## config.mk

```make
export PLATFORM = sky130hd
export DESIGN_NAME = ram_arbiter_flat
export DESIGN_NICKNAME = d
export VERILOG_FILES = /design/src/rtl/ram_arbiter_pkg.sv /design/src/rtl/ram_arbiter_if.sv /design/src/rtl/ram_arbiter_priority_sel.sv /design/src/rtl/ram_arbiter.sv /design/src/flat_wrapper.sv
export SDC_FILE = /design/constraint.sdc
export NUM_CORES = 1
export LEC_CHECK = 0
export BUFFER_PORTS_ARGS = -buffer_cell sky130_fd_sc_hd__buf_2
export CORE_MARGIN = 5
export CORE_UTILIZATION = 35
export DETAILED_ROUTE_END_ITERATION = 6
export PLACE_DENSITY_LB_ADDON = 0.08
export REMOVE_ABC_BUFFERS = 1
export SLEW_MARGIN = 10
export SYNTH_ARGS = -nofsm -noshare
export SYNTH_HDL_FRONTEND = slang
export SYNTH_HIERARCHICAL = 1
export SYNTH_SLANG_ARGS = --single-unit
```

## constraint.sdc

```tcl
create_clock -name clk_i -period 6.3 [get_ports clk_i]
set_input_delay 0.315 -clock clk_i [delete_from_list [all_inputs] [get_ports clk_i]]
set_output_delay 0.315 -clock clk_i [all_outputs]
set_load 0.01 [all_outputs]
```

## src/rtl/ram_arbiter_pkg.sv

```systemverilog
// Shared types and limits for the two-master RAM arbiter (instruction fetch vs. data access).
package ram_arbiter_pkg;

  typedef enum logic [1:0] {
    IDLE    = 2'd0,
    RD_WAIT = 2'd1,
    ACK     = 2'd2
  } arb_state_t;

  typedef enum logic {
    OWN_I = 1'b0,
    OWN_D = 1'b1
  } arb_owner_t;

  localparam int RD_LATENCY_MAX = 4;
  localparam int LAT_CNT_W      = $clog2(RD_LATENCY_MAX);

endpackage

```

## src/rtl/ram_arbiter_if.sv

```systemverilog
// Bus bundle between the fetch/data masters, the arbiter and the shared BRAM.
interface ram_arbiter_if #(
  parameter int ADDR_W = 32,
  parameter int DATA_W = 32
);

  logic                  i_req_i;
  logic [ADDR_W-1:0]     i_addr_i;
  logic                  i_flush_i;
  logic                  i_ack_o;
  logic [DATA_W-1:0]     i_rdata_o;
  logic                  d_req_i;
  logic                  d_we_i;
  logic [DATA_W/8-1:0]   d_be_i;
  logic [ADDR_W-1:0]     d_addr_i;
  logic [DATA_W-1:0]     d_wdata_i;
  logic                  d_ack_o;
  logic [DATA_W-1:0]     d_rdata_o;
  logic [ADDR_W-1:0]     ram_addr_o;
  logic                  ram_re_o;
  logic [DATA_W/8-1:0]   ram_we_o;
  logic [DATA_W-1:0]     ram_wdata_o;
  logic [DATA_W-1:0]     ram_rdata_i;
  logic                  busy_o;

  modport slave (
    input  i_req_i, i_addr_i, i_flush_i, d_req_i, d_we_i, d_be_i, d_addr_i, d_wdata_i,
           ram_rdata_i,
    output i_ack_o, i_rdata_o, d_ack_o, d_rdata_o, ram_addr_o, ram_re_o, ram_we_o,
           ram_wdata_o, busy_o
  );

  modport master (
    output i_req_i, i_addr_i, i_flush_i, d_req_i, d_we_i, d_be_i, d_addr_i, d_wdata_i,
           ram_rdata_i,
    input  i_ack_o, i_rdata_o, d_ack_o, d_rdata_o, ram_addr_o, ram_re_o, ram_we_o,
           ram_wdata_o, busy_o
  );

endinterface

```

## src/rtl/ram_arbiter_priority_sel.sv

```systemverilog
// Grant decision: data wins over fetch unless the starvation guard has tripped; flushed fetch is never granted.
module arb_priority_sel (
  input  logic en,
  input  logic i_req,
  input  logic d_req,
  input  logic flush,
  input  logic streak_hit,
  output logic gnt_i,
  output logic gnt_d
);

  logic i_ok;

  assign i_ok = i_req & ~flush;

  // pick at most one winner
  always_comb begin
    gnt_i = 1'b0;
    gnt_d = 1'b0;
    if (en && streak_hit && i_ok) begin
      gnt_i = 1'b1;
    end else if (en && d_req) begin
      gnt_d = 1'b1;
    end else if (en && i_ok) begin
      gnt_i = 1'b1;
    end else begin
      gnt_i = 1'b0;
      gnt_d = 1'b0;
    end
  end

endmodule

```

## src/rtl/ram_arbiter.sv

```systemverilog
// Serialises fetch and data accesses onto one BRAM, one transaction in flight at a time.
// Optional fetch starvation guard: define RAM_ARB_STARVE_GUARD_EN.
module ram_arbiter
  import ram_arbiter_pkg::*;
#(
  parameter int ADDR_W          = 32,
  parameter int DATA_W          = 32,
  parameter int RD_LATENCY      = 1,
  parameter int MAX_DATA_STREAK = 4
) (
  input logic         clk_i,
  input logic         n_rst,
  ram_arbiter_if.slave bus
);

  arb_state_t           state, state_nx;
  arb_owner_t           owner, owner_nx;
  logic [LAT_CNT_W-1:0] cnt, cnt_nx;
  logic                 flushed, flushed_nx;
  logic                 wr, wr_nx;
  logic                 i_ack, d_ack;
  logic [DATA_W-1:0]    i_rdata, d_rdata;
  logic                 grant_en, gnt_i, gnt_d, streak_hit;
  logic                 i_done, d_done;

  // The owner's req is still high in its ack cycle, so no arbitration then
  assign grant_en = n_rst && (state == IDLE) && !i_ack && !d_ack;

  arb_priority_sel u_sel (
    .en         (grant_en),
    .i_req      (bus.i_req_i),
    .d_req      (bus.d_req_i),
    .flush      (bus.i_flush_i),
    .streak_hit (streak_hit),
    .gnt_i      (gnt_i),
    .gnt_d      (gnt_d)
  );

`ifdef RAM_ARB_STARVE_GUARD_EN
  localparam int STREAK_W = $clog2(MAX_DATA_STREAK + 1);
  logic [STREAK_W-1:0] streak;

  assign streak_hit = (streak == STREAK_W'(MAX_DATA_STREAK));

  // count data grants made while fetch is waiting
  always_ff @(posedge clk_i) begin
    if (!n_rst || !bus.i_req_i || gnt_i) begin
      streak <= {STREAK_W{1'b0}};
    end else if (gnt_d && !streak_hit) begin
      streak <= streak + STREAK_W'(1);
    end else begin
      streak <= streak;
    end
  end
`else
  assign streak_hit = 1'b0;
`endif

  assign i_done = (state == ACK) && (owner == OWN_I) && !flushed && !bus.i_flush_i;
  assign d_done = (state == ACK) && (owner == OWN_D) && !wr;

  // next state and the RAM strobes, which exist only in the grant cycle
  always_comb begin
    state_nx        = state;
    owner_nx        = owner;
    cnt_nx          = cnt;
    flushed_nx      = flushed;
    wr_nx           = wr;
    bus.ram_addr_o  = {ADDR_W{1'b0}};
    bus.ram_re_o    = 1'b0;
    bus.ram_we_o    = {(DATA_W/8){1'b0}};
    bus.ram_wdata_o = {DATA_W{1'b0}};
    case (state)
      IDLE: begin
        if (gnt_d) begin
          owner_nx       = OWN_D;
          flushed_nx     = 1'b0;
          wr_nx          = bus.d_we_i;
          bus.ram_addr_o = bus.d_addr_i;
          if (bus.d_we_i) begin
            bus.ram_we_o    = bus.d_be_i;
            bus.ram_wdata_o = bus.d_wdata_i;
            state_nx        = ACK;
          end else begin
            bus.ram_re_o = 1'b1;
            cnt_nx       = LAT_CNT_W'(RD_LATENCY - 1);
            state_nx     = (RD_LATENCY == 1) ? ACK : RD_WAIT;
          end
        end else if (gnt_i) begin
          owner_nx       = OWN_I;
          flushed_nx     = 1'b0;
          wr_nx          = 1'b0;
          bus.ram_addr_o = bus.i_addr_i;
          bus.ram_re_o   = 1'b1;
          cnt_nx         = LAT_CNT_W'(RD_LATENCY - 1);
          state_nx       = (RD_LATENCY == 1) ? ACK : RD_WAIT;
        end else begin
          state_nx = IDLE;
        end
      end
      RD_WAIT: begin
        cnt_nx   = cnt - LAT_CNT_W'(1);
        state_nx = (cnt == LAT_CNT_W'(1)) ? ACK : RD_WAIT;
      end
      ACK:     state_nx = IDLE;
      default: state_nx = IDLE;
    endcase
    // a flush anywhere in a fetch transaction kills its ack
    if ((state != IDLE) && (owner == OWN_I) && bus.i_flush_i) begin
      flushed_nx = 1'b1;
    end else begin
      flushed_nx = flushed_nx;
    end
  end

  // state register; write acks are issued straight from the grant, read acks after ACK
  always_ff @(posedge clk_i) begin
    if (!n_rst) begin
      state   <= IDLE;
      owner   <= OWN_I;
      cnt     <= {LAT_CNT_W{1'b0}};
      flushed <= 1'b0;
      wr      <= 1'b0;
      i_ack   <= 1'b0;
      d_ack   <= 1'b0;
      i_rdata <= {DATA_W{1'b0}};
      d_rdata <= {DATA_W{1'b0}};
    end else begin
      state   <= state_nx;
      owner   <= owner_nx;
      cnt     <= cnt_nx;
      flushed <= flushed_nx;
      wr      <= wr_nx;
      i_ack   <= i_done;
      d_ack   <= d_done || (gnt_d && bus.d_we_i);
      if (i_done) i_rdata <= bus.ram_rdata_i;
      if (d_done) d_rdata <= bus.ram_rdata_i;
    end
  end

  assign bus.i_ack_o   = i_ack;
  assign bus.d_ack_o   = d_ack;
  assign bus.i_rdata_o = i_rdata;
  assign bus.d_rdata_o = d_rdata;
  assign bus.busy_o    = n_rst && ((state != IDLE) ||
                                   ((bus.i_req_i || bus.d_req_i) && !gnt_i && !gnt_d));

endmodule

```

## src/flat_wrapper.sv

```systemverilog
// flat-port wrapper written by rule: the top's interface ports become plain ports
module ram_arbiter_flat import ram_arbiter_pkg::*;
#(
  parameter int ADDR_W          = 32,
  parameter int DATA_W          = 32,
  parameter int RD_LATENCY      = 1,
  parameter int MAX_DATA_STREAK = 4
)
  (clk_i, n_rst, bus_i_req_i, bus_i_addr_i, bus_i_flush_i, bus_d_req_i, bus_d_we_i, bus_d_be_i, bus_d_addr_i, bus_d_wdata_i, bus_ram_rdata_i, bus_i_ack_o, bus_i_rdata_o, bus_d_ack_o, bus_d_rdata_o, bus_ram_addr_o, bus_ram_re_o, bus_ram_we_o, bus_ram_wdata_o, bus_busy_o);
  ram_arbiter_if #(.ADDR_W(ADDR_W), .DATA_W(DATA_W)) bus_i ();
  input logic clk_i;
  input logic n_rst;
  input wire logic [$bits(bus_i.i_req_i)-1:0] bus_i_req_i;
  input wire logic [$bits(bus_i.i_addr_i)-1:0] bus_i_addr_i;
  input wire logic [$bits(bus_i.i_flush_i)-1:0] bus_i_flush_i;
  input wire logic [$bits(bus_i.d_req_i)-1:0] bus_d_req_i;
  input wire logic [$bits(bus_i.d_we_i)-1:0] bus_d_we_i;
  input wire logic [$bits(bus_i.d_be_i)-1:0] bus_d_be_i;
  input wire logic [$bits(bus_i.d_addr_i)-1:0] bus_d_addr_i;
  input wire logic [$bits(bus_i.d_wdata_i)-1:0] bus_d_wdata_i;
  input wire logic [$bits(bus_i.ram_rdata_i)-1:0] bus_ram_rdata_i;
  output wire logic [$bits(bus_i.i_ack_o)-1:0] bus_i_ack_o;
  output wire logic [$bits(bus_i.i_rdata_o)-1:0] bus_i_rdata_o;
  output wire logic [$bits(bus_i.d_ack_o)-1:0] bus_d_ack_o;
  output wire logic [$bits(bus_i.d_rdata_o)-1:0] bus_d_rdata_o;
  output wire logic [$bits(bus_i.ram_addr_o)-1:0] bus_ram_addr_o;
  output wire logic [$bits(bus_i.ram_re_o)-1:0] bus_ram_re_o;
  output wire logic [$bits(bus_i.ram_we_o)-1:0] bus_ram_we_o;
  output wire logic [$bits(bus_i.ram_wdata_o)-1:0] bus_ram_wdata_o;
  output wire logic [$bits(bus_i.busy_o)-1:0] bus_busy_o;
  assign bus_i.i_req_i = bus_i_req_i;
  assign bus_i.i_addr_i = bus_i_addr_i;
  assign bus_i.i_flush_i = bus_i_flush_i;
  assign bus_i.d_req_i = bus_d_req_i;
  assign bus_i.d_we_i = bus_d_we_i;
  assign bus_i.d_be_i = bus_d_be_i;
  assign bus_i.d_addr_i = bus_d_addr_i;
  assign bus_i.d_wdata_i = bus_d_wdata_i;
  assign bus_i.ram_rdata_i = bus_ram_rdata_i;
  assign bus_i_ack_o = bus_i.i_ack_o;
  assign bus_i_rdata_o = bus_i.i_rdata_o;
  assign bus_d_ack_o = bus_i.d_ack_o;
  assign bus_d_rdata_o = bus_i.d_rdata_o;
  assign bus_ram_addr_o = bus_i.ram_addr_o;
  assign bus_ram_re_o = bus_i.ram_re_o;
  assign bus_ram_we_o = bus_i.ram_we_o;
  assign bus_ram_wdata_o = bus_i.ram_wdata_o;
  assign bus_busy_o = bus_i.busy_o;
  ram_arbiter #(.ADDR_W(ADDR_W), .DATA_W(DATA_W), .RD_LATENCY(RD_LATENCY), .MAX_DATA_STREAK(MAX_DATA_STREAK)) u_core (.clk_i(clk_i), .n_rst(n_rst), .bus(bus_i));
endmodule
```

Yosys cells after proc, flatten, opt, wreduce, memory -nomap -nowiden. Index checks and enable logic that the tools add are counted.

$add $sub $neg: 1. Bitwise logic cells: 3. Equality and inequality tests: 5. Reduce and logical (&&, ||, !) cells: 35. Muxes and demuxes: 30.

Operators with widths (count): 32-bit two-way mux (6); 1-bit logical AND (16); 1-bit two-way mux (13); 2-bit two-way mux (6); 4-bit two-way mux (3); 2-bit one-hot mux with 2 select lines (2); 2-bit nonzero test (4); 1-bit zero test (7); 2-bit by 1-bit equality test with 1-bit output (second input constant) (2); 2-bit AND reduction (2); 1-bit logical OR (3); 3-bit by 1-bit != test with 1-bit output (second input constant) (1); 3-bit != test (second input constant) (1); 3-bit AND reduction (1); 3-bit nonzero test (1); 2-bit equality test (second input constant) (1); 2-bit zero test (1); 1-bit NOT (2); 2-bit by 1-bit subtractor with 2-bit output (second input constant) (1); 1-bit AND (1).

Logic and storage cells: 83. Input bits: 138. Register bits: 73. Output and inout bits: 136.

Logic depth before layout (Yosys ltp).
Depth after elaboration: 12. Depth in mapped cells: 9. Gate-level depth less buffers: 7.

Modules after synthesis. The synthesis kept the hierarchy.

By module, submodules not included: ram_arbiter (cells an instance 408, area an instance 3569.7 um^2, sequential area each 1461.4 um^2, instances 1); arb_priority_sel (cells an instance 5, area an instance 35.0 um^2, sequential area each 0.0 um^2, instances 1).

Worst setup path before layout. OpenSTA, ideal clock, no wires.

Kind: register -> output. Start point: reg u_core.state[1]. End point: out bus_ram_addr_o[10]. Required time: 5.985 ns. Buffers on the path: 2. Data arrival time: 2.029 ns. Cell stages (with the launch flop): 10. Path slack: 3.956 ns. Cell sequence: dfxtp_1 -> or2_1 -> buf_6 -> nor4b_1 -> nand2_1 -> a21oi_1 -> nand2b_1 -> nor2_8 -> buf_6 -> a22o_1.

Elaborated cells between the ends (all ways): 12. Classes of those cells: 6 x mux; 6 x reduce/logical.

RTL lines: start, declared (line ram_arbiter.sv:16) `arb_state_t state, state_nx;`; start signal, assigned (line ram_arbiter.sv:129) `state <= state_nx;`; 2-bit zero test (line ram_arbiter.sv:27) `assign grant_en = n_rst && (state == IDLE) && !i_ack && !d_ack;`; 1-bit logical AND (3 in a row) (line ram_arbiter.sv:27); net u_core.grant_en (line ram_arbiter.sv:23) `logic grant_en, gnt_i, gnt_d, streak_hit;`; 1-bit logical AND (line ram_arbiter_priority_sel.sv:22) `end else if (en && d_req) begin`; 1-bit two-way mux (line ram_arbiter_priority_sel.sv:22); net u_core.gnt_d (line ram_arbiter.sv:23); 32-bit two-way mux (line ram_arbiter.sv:75) `if (gnt_d) begin`; 32-bit two-way mux (line ram_arbiter.sv:73) `case (state)`; end, declared (line flat_wrapper.sv:26) `output wire logic [$bits(bus_i.ram_addr_o)-1:0] bus_ram_addr_o;`.

The timed path passes the listed nets, and every way through them passes these cells.

Worst setup path after layout.
Start point: reg u_core.state[1]. End point: out bus_ram_addr_o[9].

Same word-level chain as after synthesis.

==> key figures <==
STA
  • Pins over their slew limit: 0
  • Post-layout minimum cycle time: 3.68 ns
  • Clk_skew: 0.0125 ns
  • Fmax: 272 MHz
  • RSZ-0062 raised after global routing: no
  • Period utilization: 58.4%
  • Final setup fails: 0
  • Final Hold Fails: 0
  • Worst-margin pin slew: 1.16 ns
  • Setup TNS: 0 ns
  • Worst slew margin relative to its limit: 22.9%

Clock tree
  • CTS HTree Levels: 3
  • # hold bufs at CTS: 0
  • Cts repair resizes: 0
  • Number of buffers added for setup after CTS: 0
  • Root Buffer: clkbuf_8
  • Clock Tree Buf Depth: 2
  • Clock latency on the worst-skew pair: 0.35 ns
  • CTS tree: built
  • CTS Buf Count: 9
  • Clock-pin transition on the worst setup and hold timing paths: 0.09 ns
  • Clk sink count: 73

Cells and area
  • Share of layout cells above drive strength 1: 44.1%
  • Nets: 805
  • Area growth syn-to-layout: 40.9%
  • Fin area: 0.00508 mm2

Setup path
  • Worst EP arrival: 3.36 ns
  • CP Capture Type: primary output
  • Highest cell delay on the worst timing path: 0.96 ns
  • Critical Path Start Type: flip-flop
  • CP Class: flip-flop to primary output
  • Critical-path cell list: or2_1 > nor4b_1 > nand2_1 > a21oi_1 > and2_1 > a22o_1 > buf_2
  • Crit-path max FO: 33
  • Req. time, crit path: 5.98 ns
  • CP max-delay cell: and2_1

Route
  • DR pass1 iterations: 4
  • Via count: 3,741
  • DRC: 0
  • Routed WL: 12,700 um
  • Drt wl/cell: 15.7 um
  • Post-route ant nets: 0
  • Via-to-Cell Ratio: 4.63
  • Initial DRC count: 301

Logic synthesis
  • Yosys warning count: 6
  • Cells after Synth: 413
  • Syn Std Cell Area: 0.00360 mm2
  • Number of synthesized flops with an enable pin: 0
  • Synthesized area per cell: 8.73 um2
  • Yosys cell types: 34
  • Post-synth ARST share: 0%
  • Number of synthesized register bits: 73
  • Sequential-to-total area share from yosys stat: 40.5%
  • Commonest register cell after synthesis: dfxtp_1

Power and ir drop
  • Leak pwr: 2.57 nW
  • Power Dens Cells: 191 mW/mm2
  • Max rail drop VDD: 0.0000999 V

GRT
  • First-pass GRT wire length: 19,700 um
  • Via count of the first global-routing pass: 3,617
  • Tot GR Track Use: 19.7%
  • GR Overflow Total: 0
  • Initial antenna violation count: 1
  • Largest net degree at the start of global routing: 108

Floorplan
  • Die height: 111 um
  • Initial Util: 35.4%
  • Die Area: 0.0124 mm2
  • I/O pins: 274
  • Die width: 111 um
  • Core Footprint: 0.0102 mm2
  • Rows: 37

Hold path
  • Class of the worst hold path: input port to flip-flop

Flow run
  • Max-Cap Viols: 0

Placed design
  • DP Wirelength: 9820 um
  • Number of port buffers: 273
  • Placed cell areas: 0.00490 mm2
  • Final Wtd Congestion: 0.910

Run status
  • Status: complete, no violations
-- logic make-up (layout without fill, tap and decap cells) --
group	after synthesis	count (layout)	synth area share, %
multiplexers	32	32	8.89
AO/OA/AOI/OAI	81	81	17.6
AND/OR/NAND/NOR	188	188	24.8
flip-flops	73	73	40.5
buffers and inverters	37	294	7.71
other	1	3	0.104
adder cells (fa/ha/maj)	1	1	0.347
-- cells in the final DEF, fill, tap and decap left out, drive strengths merged, types with 2 or more instances in the layout --
| cell | n |
|---|---|
| a21boi | 36 |
| a21oi | 3 |
| a22o | 32 |
| and2 | 38 |
| and3 | 2 |
| buf | 276 |
| clkbuf | 9 |
| clkinv | 2 |
| clkinvlp | 3 |
| conb | 2 |
| dfxtp | 73 |
| inv | 4 |
| mux2i | 32 |
| nand2 | 131 |
| nand2b | 3 |
| nor2 | 4 |
| nor2b | 2 |
| o21a | 4 |
| o21ai | 3 |
-- metal layers --
layer  wire [um]  global-route usage (%)
met5           0                       0
met4         189                    4.30
met3        1310                    8.86
met2        5800                    30.3
met1        5400                    25.4
-- worst max-delay path, delay by kind of cell (launching register included) --
kind | cells | cell delay [ns]
DFF | 1 | 0.37
and+or+nand+nor | 4 | 1.85
AOI/OAI and AO/OA | 2 | 0.64
buffers and inverters | 1 | 0.13
-- power by group --
part           total, W  switching [W]  internal, W  leakage [nW]
clock network  0.000333       0.000188     0.000145        0.0822
logic          0.000161      0.0000827    0.0000784          1.90
registers      0.000475     0.00000521     0.000470         0.589
-- synth_stat cells, types with 3 or more instances --
cell type	number	area (um2)
clkbuf_1	8	30.0
a21boi_0	20	150
nand2_1	131	492
dfxtp_1	73	1460
a21boi_1	16	120
a21oi_1	3	15.0
o21ai_0	3	15.0
a22o_1	32	280
buf_6	16	180
nand2b_1	3	18.8
mux2i_1	32	320
o21a_1	4	30.0
buf_2	9	45.0
and2_1	38	238
-- area by class of cell --
class / count / area (um2)
Antenna cell: 1 / 2.50
Inverter: 2 / 7.51
Clock inverter: 7 / 53.8
Timing Repair Buffer: 276 / 1390
Sequential cell: 73 / 1460
Clock buffer: 9 / 124
Fill cell: 1064 / 5110
Tap cell: 136 / 170
Multi-Input combinational cell: 304 / 1870
-- path summary, 6_finish.rpt --
check                            from                  endpoint  slack (ns)  depth (start not counted)
min reg2reg  u_core/bus.d_rdata_o[16]  u_core/bus.d_rdata_o[16]        0.45                          2
max                   u_core/state[1]         bus_ram_addr_o[9]        2.62                          7
min                bus_ram_rdata_i[6]   u_core/bus.d_rdata_o[6]        0.20                          3
max reg2reg           u_core/state[1]              u_core/owner        3.44                          6
-- sequential cells by signal, indices dropped and copies added (netlist names) --
register,flops
u_core/cnt,2
u_core/bus.i_ack_o,1
u_core/owner,1
u_core/bus.d_ack_o,1
u_core/flushed,1
u_core/bus.i_rdata_o,32
u_core/state,2
u_core/bus.d_rdata_o,32
u_core/wr,1
-- stage by stage --
stage	cells	power (W)	utilization [%]	setup slack (ns)	hold slack (ns)
detailed placement	791	0.000647	48.1	2.70	0.444
global placement	791	0.000646	48.1	2.81	0.437
floorplan	379	0.000554	-	3.56	0.428
CTS	807	0.000986	49.8	2.65	0.177
finish	808	0.000969	49.9	2.62	0.203
global route	808	0.00102	49.9	2.38	0.188
(Power assumes the default switching activity.)
